**src/rtl/npc_bus_pkg.sv**
```systemverilog
// Shared bus definitions for the NPC core: arbiter FSM states and master IDs.
package npc_bus_pkg;

    typedef enum logic [1:0] {
        IDLE = 2'd0,
        REQ  = 2'd1,
        WAIT = 2'd2,
        RESP = 2'd3
    } arb_state_t;

    typedef enum logic {
        IFU = 1'b0,
        LSU = 1'b1
    } master_t;

    localparam int NUM_MASTERS = 2;

    // The master that did not win last time; used to break ties fairly.
    function automatic master_t other_master(input master_t m);
        return (m == IFU) ? LSU : IFU;
    endfunction

endpackage

```
**src/rtl/Reg.sv**
```systemverilog
// Generic register with synchronous active-high reset and load enable.
module Reg #(
    parameter int               WIDTH     = 1,
    parameter logic [WIDTH-1:0] RESET_VAL = '0
) (
    input  logic             clk,
    input  logic             rst,
    input  logic             en,
    input  logic [WIDTH-1:0] din,
    output logic [WIDTH-1:0] dout
);

    // Reset wins; otherwise load when enabled.
    always_ff @(posedge clk) begin
        if (rst) begin
            dout <= RESET_VAL;
        end else if (en) begin
            dout <= din;
        end
    end

endmodule

```
**src/rtl/mem_arbiter.sv**
```systemverilog
// Two-master single-port memory arbiter: serialises IFU reads and LSU
// reads/writes onto one memory port, one transaction outstanding at a time,
// with round-robin tie-breaking between the masters.
module mem_arbiter
    import npc_bus_pkg::*;
#(
    parameter int ADDR_W = 32,
    parameter int DATA_W = 32
) (
    input  logic                clk,
    input  logic                rst,

    input  logic                ifu_req_valid,
    output logic                ifu_req_ready,
    input  logic [ADDR_W-1:0]   ifu_addr,
    output logic                ifu_resp_valid,
    input  logic                ifu_resp_ready,
    output logic [DATA_W-1:0]   ifu_rdata,

    input  logic                lsu_req_valid,
    output logic                lsu_req_ready,
    input  logic [ADDR_W-1:0]   lsu_addr,
    input  logic                lsu_wen,
    input  logic [DATA_W-1:0]   lsu_wdata,
    input  logic [DATA_W/8-1:0] lsu_wmask,
    output logic                lsu_resp_valid,
    input  logic                lsu_resp_ready,
    output logic [DATA_W-1:0]   lsu_rdata,

    output logic                mem_req_valid,
    input  logic                mem_req_ready,
    output logic [ADDR_W-1:0]   mem_addr,
    output logic                mem_wen,
    output logic [DATA_W-1:0]   mem_wdata,
    output logic [DATA_W/8-1:0] mem_wmask,
    input  logic                mem_resp_valid,
    input  logic [DATA_W-1:0]   mem_rdata
);

    localparam int MASK_W = DATA_W / 8;

    arb_state_t state_reg;
    arb_state_t state_next;
    master_t    owner_reg;
    master_t    last_grant_reg;
    master_t    grant;
    logic       grant_valid;
    logic       accept;

    logic [1:0] state_bits;
    logic       owner_bit;
    logic       last_grant_bit;

    logic [ADDR_W-1:0] addr_reg;
    logic              wen_reg;
    logic [DATA_W-1:0] wdata_reg;
    logic [MASK_W-1:0] wmask_reg;
    logic [DATA_W-1:0] rdata_reg;

    logic [NUM_MASTERS-1:0] req_valid_vec;
    logic [NUM_MASTERS-1:0] req_ready_vec;
    logic [NUM_MASTERS-1:0] resp_valid_vec;
    logic [NUM_MASTERS-1:0] resp_ready_vec;

    assign req_valid_vec  = {lsu_req_valid, ifu_req_valid};
    assign resp_ready_vec = {lsu_resp_ready, ifu_resp_ready};

    // State, owner and last-grant registers.
    Reg #(.WIDTH(2), .RESET_VAL(2'(IDLE))) u_state_reg (
        .clk  (clk),
        .rst  (rst),
        .en   (1'b1),
        .din  (2'(state_next)),
        .dout (state_bits)
    );

    Reg #(.WIDTH(1), .RESET_VAL(1'(IFU))) u_owner_reg (
        .clk  (clk),
        .rst  (rst),
        .en   (accept),
        .din  (1'(grant)),
        .dout (owner_bit)
    );

    Reg #(.WIDTH(1), .RESET_VAL(1'(IFU))) u_last_grant_reg (
        .clk  (clk),
        .rst  (rst),
        .en   (accept),
        .din  (1'(grant)),
        .dout (last_grant_bit)
    );

    assign state_reg      = arb_state_t'(state_bits);
    assign owner_reg      = master_t'(owner_bit);
    assign last_grant_reg = master_t'(last_grant_bit);

    // Grant selection: single requester wins outright, ties go to the
    // master not granted last time. Only meaningful in IDLE outside reset.
    always_comb begin
        grant       = IFU;
        grant_valid = ifu_req_valid | lsu_req_valid;
        if (ifu_req_valid && lsu_req_valid) begin
            grant = other_master(last_grant_reg);
        end else if (lsu_req_valid) begin
            grant = LSU;
        end
        accept = (state_reg == IDLE) && grant_valid && !rst;
    end

    // Per-master ready/response-valid decode.
    generate
        for (genvar gi = 0; gi < NUM_MASTERS; gi++) begin : g_master
            assign req_ready_vec[gi]  = accept && (grant == master_t'(1'(gi)))
                                        && req_valid_vec[gi];
            assign resp_valid_vec[gi] = (state_reg == RESP)
                                        && (owner_reg == master_t'(1'(gi)));
        end
    endgenerate

    assign ifu_req_ready  = req_ready_vec[IFU];
    assign lsu_req_ready  = req_ready_vec[LSU];
    assign ifu_resp_valid = resp_valid_vec[IFU];
    assign lsu_resp_valid = resp_valid_vec[LSU];
    assign ifu_rdata      = rdata_reg;
    assign lsu_rdata      = rdata_reg;

    assign mem_req_valid  = (state_reg == REQ);
    assign mem_addr       = addr_reg;
    assign mem_wen        = wen_reg;
    assign mem_wdata      = wdata_reg;
    assign mem_wmask      = wmask_reg;

    // Next-state logic: one request/response cycle per transaction.
    always_comb begin
        state_next = state_reg;
        case (state_reg)
            IDLE: if (accept)                    state_next = REQ;
            REQ:  if (mem_req_ready)             state_next = WAIT;
            WAIT: if (mem_resp_valid)            state_next = RESP;
            RESP: if (resp_ready_vec[owner_reg]) state_next = IDLE;
            default:                             state_next = IDLE;
        endcase
    end

    // Request latch on accept and response capture in WAIT only.
    always_ff @(posedge clk) begin
        if (rst) begin
            addr_reg  <= '0;
            wen_reg   <= 1'b0;
            wdata_reg <= '0;
            wmask_reg <= '0;
            rdata_reg <= '0;
        end else begin
            if (accept) begin
                if (grant == LSU) begin
                    addr_reg  <= lsu_addr;
                    wen_reg   <= lsu_wen;
                    wdata_reg <= lsu_wdata;
                    wmask_reg <= lsu_wmask;
                end else begin
                    // Instruction fetches are always plain reads.
                    addr_reg  <= ifu_addr;
                    wen_reg   <= 1'b0;
                    wdata_reg <= '0;
                    wmask_reg <= '0;
                end
            end
            if ((state_reg == WAIT) && mem_resp_valid) begin
                rdata_reg <= mem_rdata;
            end
        end
    end

endmodule

```
**config.mk**
```make
export PLATFORM = sky130hd
export DESIGN_NAME = mem_arbiter
export DESIGN_NICKNAME = d
export VERILOG_FILES = /design/src/rtl/npc_bus_pkg.sv /design/src/rtl/Reg.sv /design/src/rtl/mem_arbiter.sv
export SDC_FILE = /design/constraint.sdc
export NUM_CORES = 1
export LEC_CHECK = 0
export BUFFER_PORTS_ARGS = -buffer_cell sky130_fd_sc_hd__clkbuf_2
export CELL_PAD_IN_SITES_DETAIL_PLACEMENT = 0
export CELL_PAD_IN_SITES_GLOBAL_PLACEMENT = 1
export CORE_ASPECT_RATIO = 1.1
export CORE_UTILIZATION = 29
export DETAILED_ROUTE_END_ITERATION = 6
export GPL_ROUTABILITY_DRIVEN = 0
export PLACE_DENSITY = 0.91
export SYNTH_ARGS = -nofsm -noshare
export SYNTH_HDL_FRONTEND = slang
export SYNTH_SLANG_ARGS = --single-unit
```
**constraint.sdc**
```tcl
create_clock -name clk -period 2.15 [get_ports clk]
set_input_delay 0.3225 -clock clk [delete_from_list [all_inputs] [get_ports clk]]
set_output_delay 0.3225 -clock clk [all_outputs]
set_load 0.05 [all_outputs]
```
==> metrics.md <==
| Metric | Value |
|---|---|
| Post-layout minimum cycle time | `1.99 ns` |
| Commonest non-fill, non-tap cell in the layout | `clkbuf_2` |
| Origin of the critical flop-to-flop path | `u_state_reg.dout[0]$_SDFFE_PP0P_` |
| Floorplan Core Area | `0.0137 mm2` |
| Static Leak | `2.86 nW` |
| R2r endpoint | `mem_wdata[13]$_SDFFE_PP0P_` |
| Area overhead of the layout relative to synthesis | `42.4%` |
| Crit-path max cell delay | `0.34 ns` |
| Area share of the leading cell type in the synthesized netlist | `51.1%` |
| Critical path launch point type | `flip-flop` |
| Clock tree skew after final layout | `~0.0056 ns` |
| Run status | `complete, no violations` |
| Maximum ir drop on the vdd rail | `roughly 560 uV` |
| Number of nets in the finished design | `810` |
| DRC viols | `0` |
| Library cell used as clock root buffer | `clkbuf_16` |
| Pwr per Cell Area | `1300 mW/mm2` |
| Antenna viol nets, final | `0` |
| Total global-route track usage | `14.3%` |
| Yosys warns | `0` |
| Share of the cycle needed by the critical path after routing | `92.4%` |
| Cell chain of the critical path | `inv_1 > ha_1 > buf_4 > o2111a_1 > clkbuf_2` |
| Final max-slew violation count | `0` |
| Hold path startpoint | `mem_rdata[3]` |
| Dpl hpwl | `around 8000 um` |
| Upper clock frequency limit | `0.503 GHz` |
| Worst setup startpoint | `u_state_reg.dout[0]$_SDFFE_PP0P_` |
| WP data required | `1.83 ns` |
| Remaining global-route overflow | `0` |
| Number of global-route vias before repair | `approximately 3300` |
| Register bit count reported by yosys | `104` |
| Diodes inserted | `0` |
| Number of buffers added for setup after CTS | `0` |
| Biggest area consumer among synthesized cells | `dfxtp_1` |
| Routed length per instance | `12.5 um` |
| Placed standard-cell area | `0.00547 mm2` |
| Core Rows | `45` |
| TNS Setup | `0 ns` |
| Mapped Cells | `427` |
| Via total after detailed routing | `3789` |
| Number of buffer and inverter instances along the worst setup path | `3` |
| Post-layout instance area | `0.00580 mm2` |
| Number of maximum-capacitance violations | `0` |
| Width of the die | `115 um` |
| Netlist Area Pre-Place | `about 0.0041 mm2` |
| Worst Path Arrival | `between 1.5 and 2 ns` |
| Actual transition at the worst max-transition pin | `0.523 ns` |
| Total of cells resized after clock tree synthesis | `1` |
| Initial antenna violation count | `0` |
| Worst min-delay path endpoint | `ifu_rdata[3]$_SDFFE_PP0P_` |
| Setup violation total in the final timing report | `0` |
| Vias/cell | `4.42` |
| Critical path fanouts, max | `4` |
| Library cells used by synthesis | `25` |
| Cell class contributing the biggest share of worst-path delay | `buffers and inverters` |
| Remaining max-slew budget at the tightest pin | `65.1%` |
| Type of the worst min-delay path | `input pin to flip-flop` |
| First-pass GRT wire length | `16200 um` |
| Average cell area after synthesis | `9.54 um2` |
| CTS tree | `done` |
| Final hold violations | `0` |
| Share of layout cells above drive strength 1 | `46.3%` |
| Initial cell density of the core | `a little under 30%` |
| Register-to-register setup slack | `0.41 ns` |
| Number of buffers inserted during clock tree synthesis | `9` |
| R2R cell count | `7` |
| Master of the slowest instance on the critical path | `dfxtp_1` |
| Maximum number of pins on one net before global-route repair | `61` |
| Clock sinks | `104` |
| H-tree level count | `3` |
| Area of the die | `0.0145 mm2` |
| Share of synthesized area occupied by flip-flops and latches | `about half` |
| CTS max path bufs | `2` |
| Detailed Route WL | `10700 um` |
| Crit. End Element | `output port` |
| Count of pins on the block boundary | `~280` |
| Top library cells by usage in the layout, fill and taps aside | `277 x clkbuf_2, 104 x dfxtp_1, 65 x nand2_1, 37 x a22o_1, 34 x nor2_1` |
| Clock slew at the register clock pins of the worst setup and hold paths | `approximately 0.070 ns` |
| Setup repair after global routing missed its margin | `no` |
| Ranking of synthesized cells by area | `dfxtp_1 51%, a22o_1 8.0%, mux2i_1 7.6%` |
| Critical setup path kind | `flip-flop to output port` |
| Total of buffers placed on input and output ports | `278` |
| Worst hold path stage count | `3` |
| Clock network latency to the later pin of the worst-skew pair | `0.34 ns` |
| Drt pass-1 iters | `6` |
| Post-Synthesis Net Count | `573` |
| Detailed router's first-iteration violation count | `165` |
| Height of the die | `126 um` |
| Cts-stage hold buffer count | `0` |
## worst max path at each step
stage | endpoint | slack [ns] | cells after the start
finish | ifu_req_ready | 0.16 | 5
global route | ifu_req_ready | 0.05 | 5
CTS | ifu_req_ready | 0.13 | 5
detailed placement | mem_wdata[7]$_SDFFE_PP0P_ | 0.30 | 5
global placement | lsu_req_ready | 0.30 | 4
floorplan | u_state_reg.dout[1]$_SDFFE_PP0P_ | 0.39 | 5
## metal layers
metal  vias to the layer above  track usage [%]  wire (um)
met5                         -                0          0
met1                      1680             16.2       4460
li1                       1935                -          -
met4                         0             6.88        190
met3                        10             3.92        847
met2                       164             24.7       5200
## synth_stat cells, drive strengths merged
cell / count
dfxtp: 104
nand2: 65
buf: 42
a22o: 37
nor2: 34
a21oi: 33
a211oi: 31
mux2i: 31
clkbuf: 23
inv: 6
ha: 5
a222oi: 3
and2: 3
o21ai: 2
a21boi: 1
a21o: 1
a311oi: 1
a41o: 1
and3: 1
nor2b: 1
nor3b: 1
o2111a: 1
## where the power goes
part / total (mW) / switching, mW / internal (mW)
Combinational: 3.22 / 2.36 / 0.860
Clock: 1.76 / 0.700 / 1.06
Sequential: 2.53 / 0.225 / 2.31
Total: 7.51 / 3.29 / 4.22
## registers in the layout (all words and copies together), names as in the netlist
signal	cells
mem_addr	32
u_last_grant_reg.dout	1
u_state_reg.dout	2
mem_wdata	32
ifu_rdata	32
mem_wmask	4
mem_wen	1
## worst reg2reg max path, cell delays in order (launching register included)
cell,delay (ns)
dfxtp_1,0.39
inv_1,0.10
ha_1,0.21
buf_4,0.14
o21ai_1,0.13
and2_1,0.16
buf_4,0.35
a22o_1,0.20
## layout make-up
cell class                 count  area, um2
clock buffer                  10        239
sequential                   104       2080
fill                        1399       7940
clock inverter                 6       90.1
inverter                       6       22.5
timing repair buffer         291       1520
multi-input combinational    252       1610
tap                          188        235
## through the flow
stage                     std cells  setup WS (ns)  utilization, %  hold slack, ns  power [mW]
final                           857          0.164            42.2           0.194        7.51
after global routing            857         0.0464            42.2           0.181        7.91
after CTS                       857          0.134            42.2           0.174        7.62
after detailed placement        841          0.300            39.8           0.455        5.82
after global placement          841          0.305            39.8           0.454        5.79
after floorplan                 427          0.388               -           0.455        5.06
## cell families after synthesis
logic type / after synthesis / share of synthesized area [%]
AO/OA/AOI/OAI: 111 / 19.8
AND/OR/NAND/NOR: 105 / 10.2
flip-flops: 104 / 51.1
buffers and inverters: 71 / 9.74
multiplexers: 31 / 7.62
adder cells (fa/ha/maj): 5 / 1.54
No activity file was read; power rests on OpenSTA's default activity.
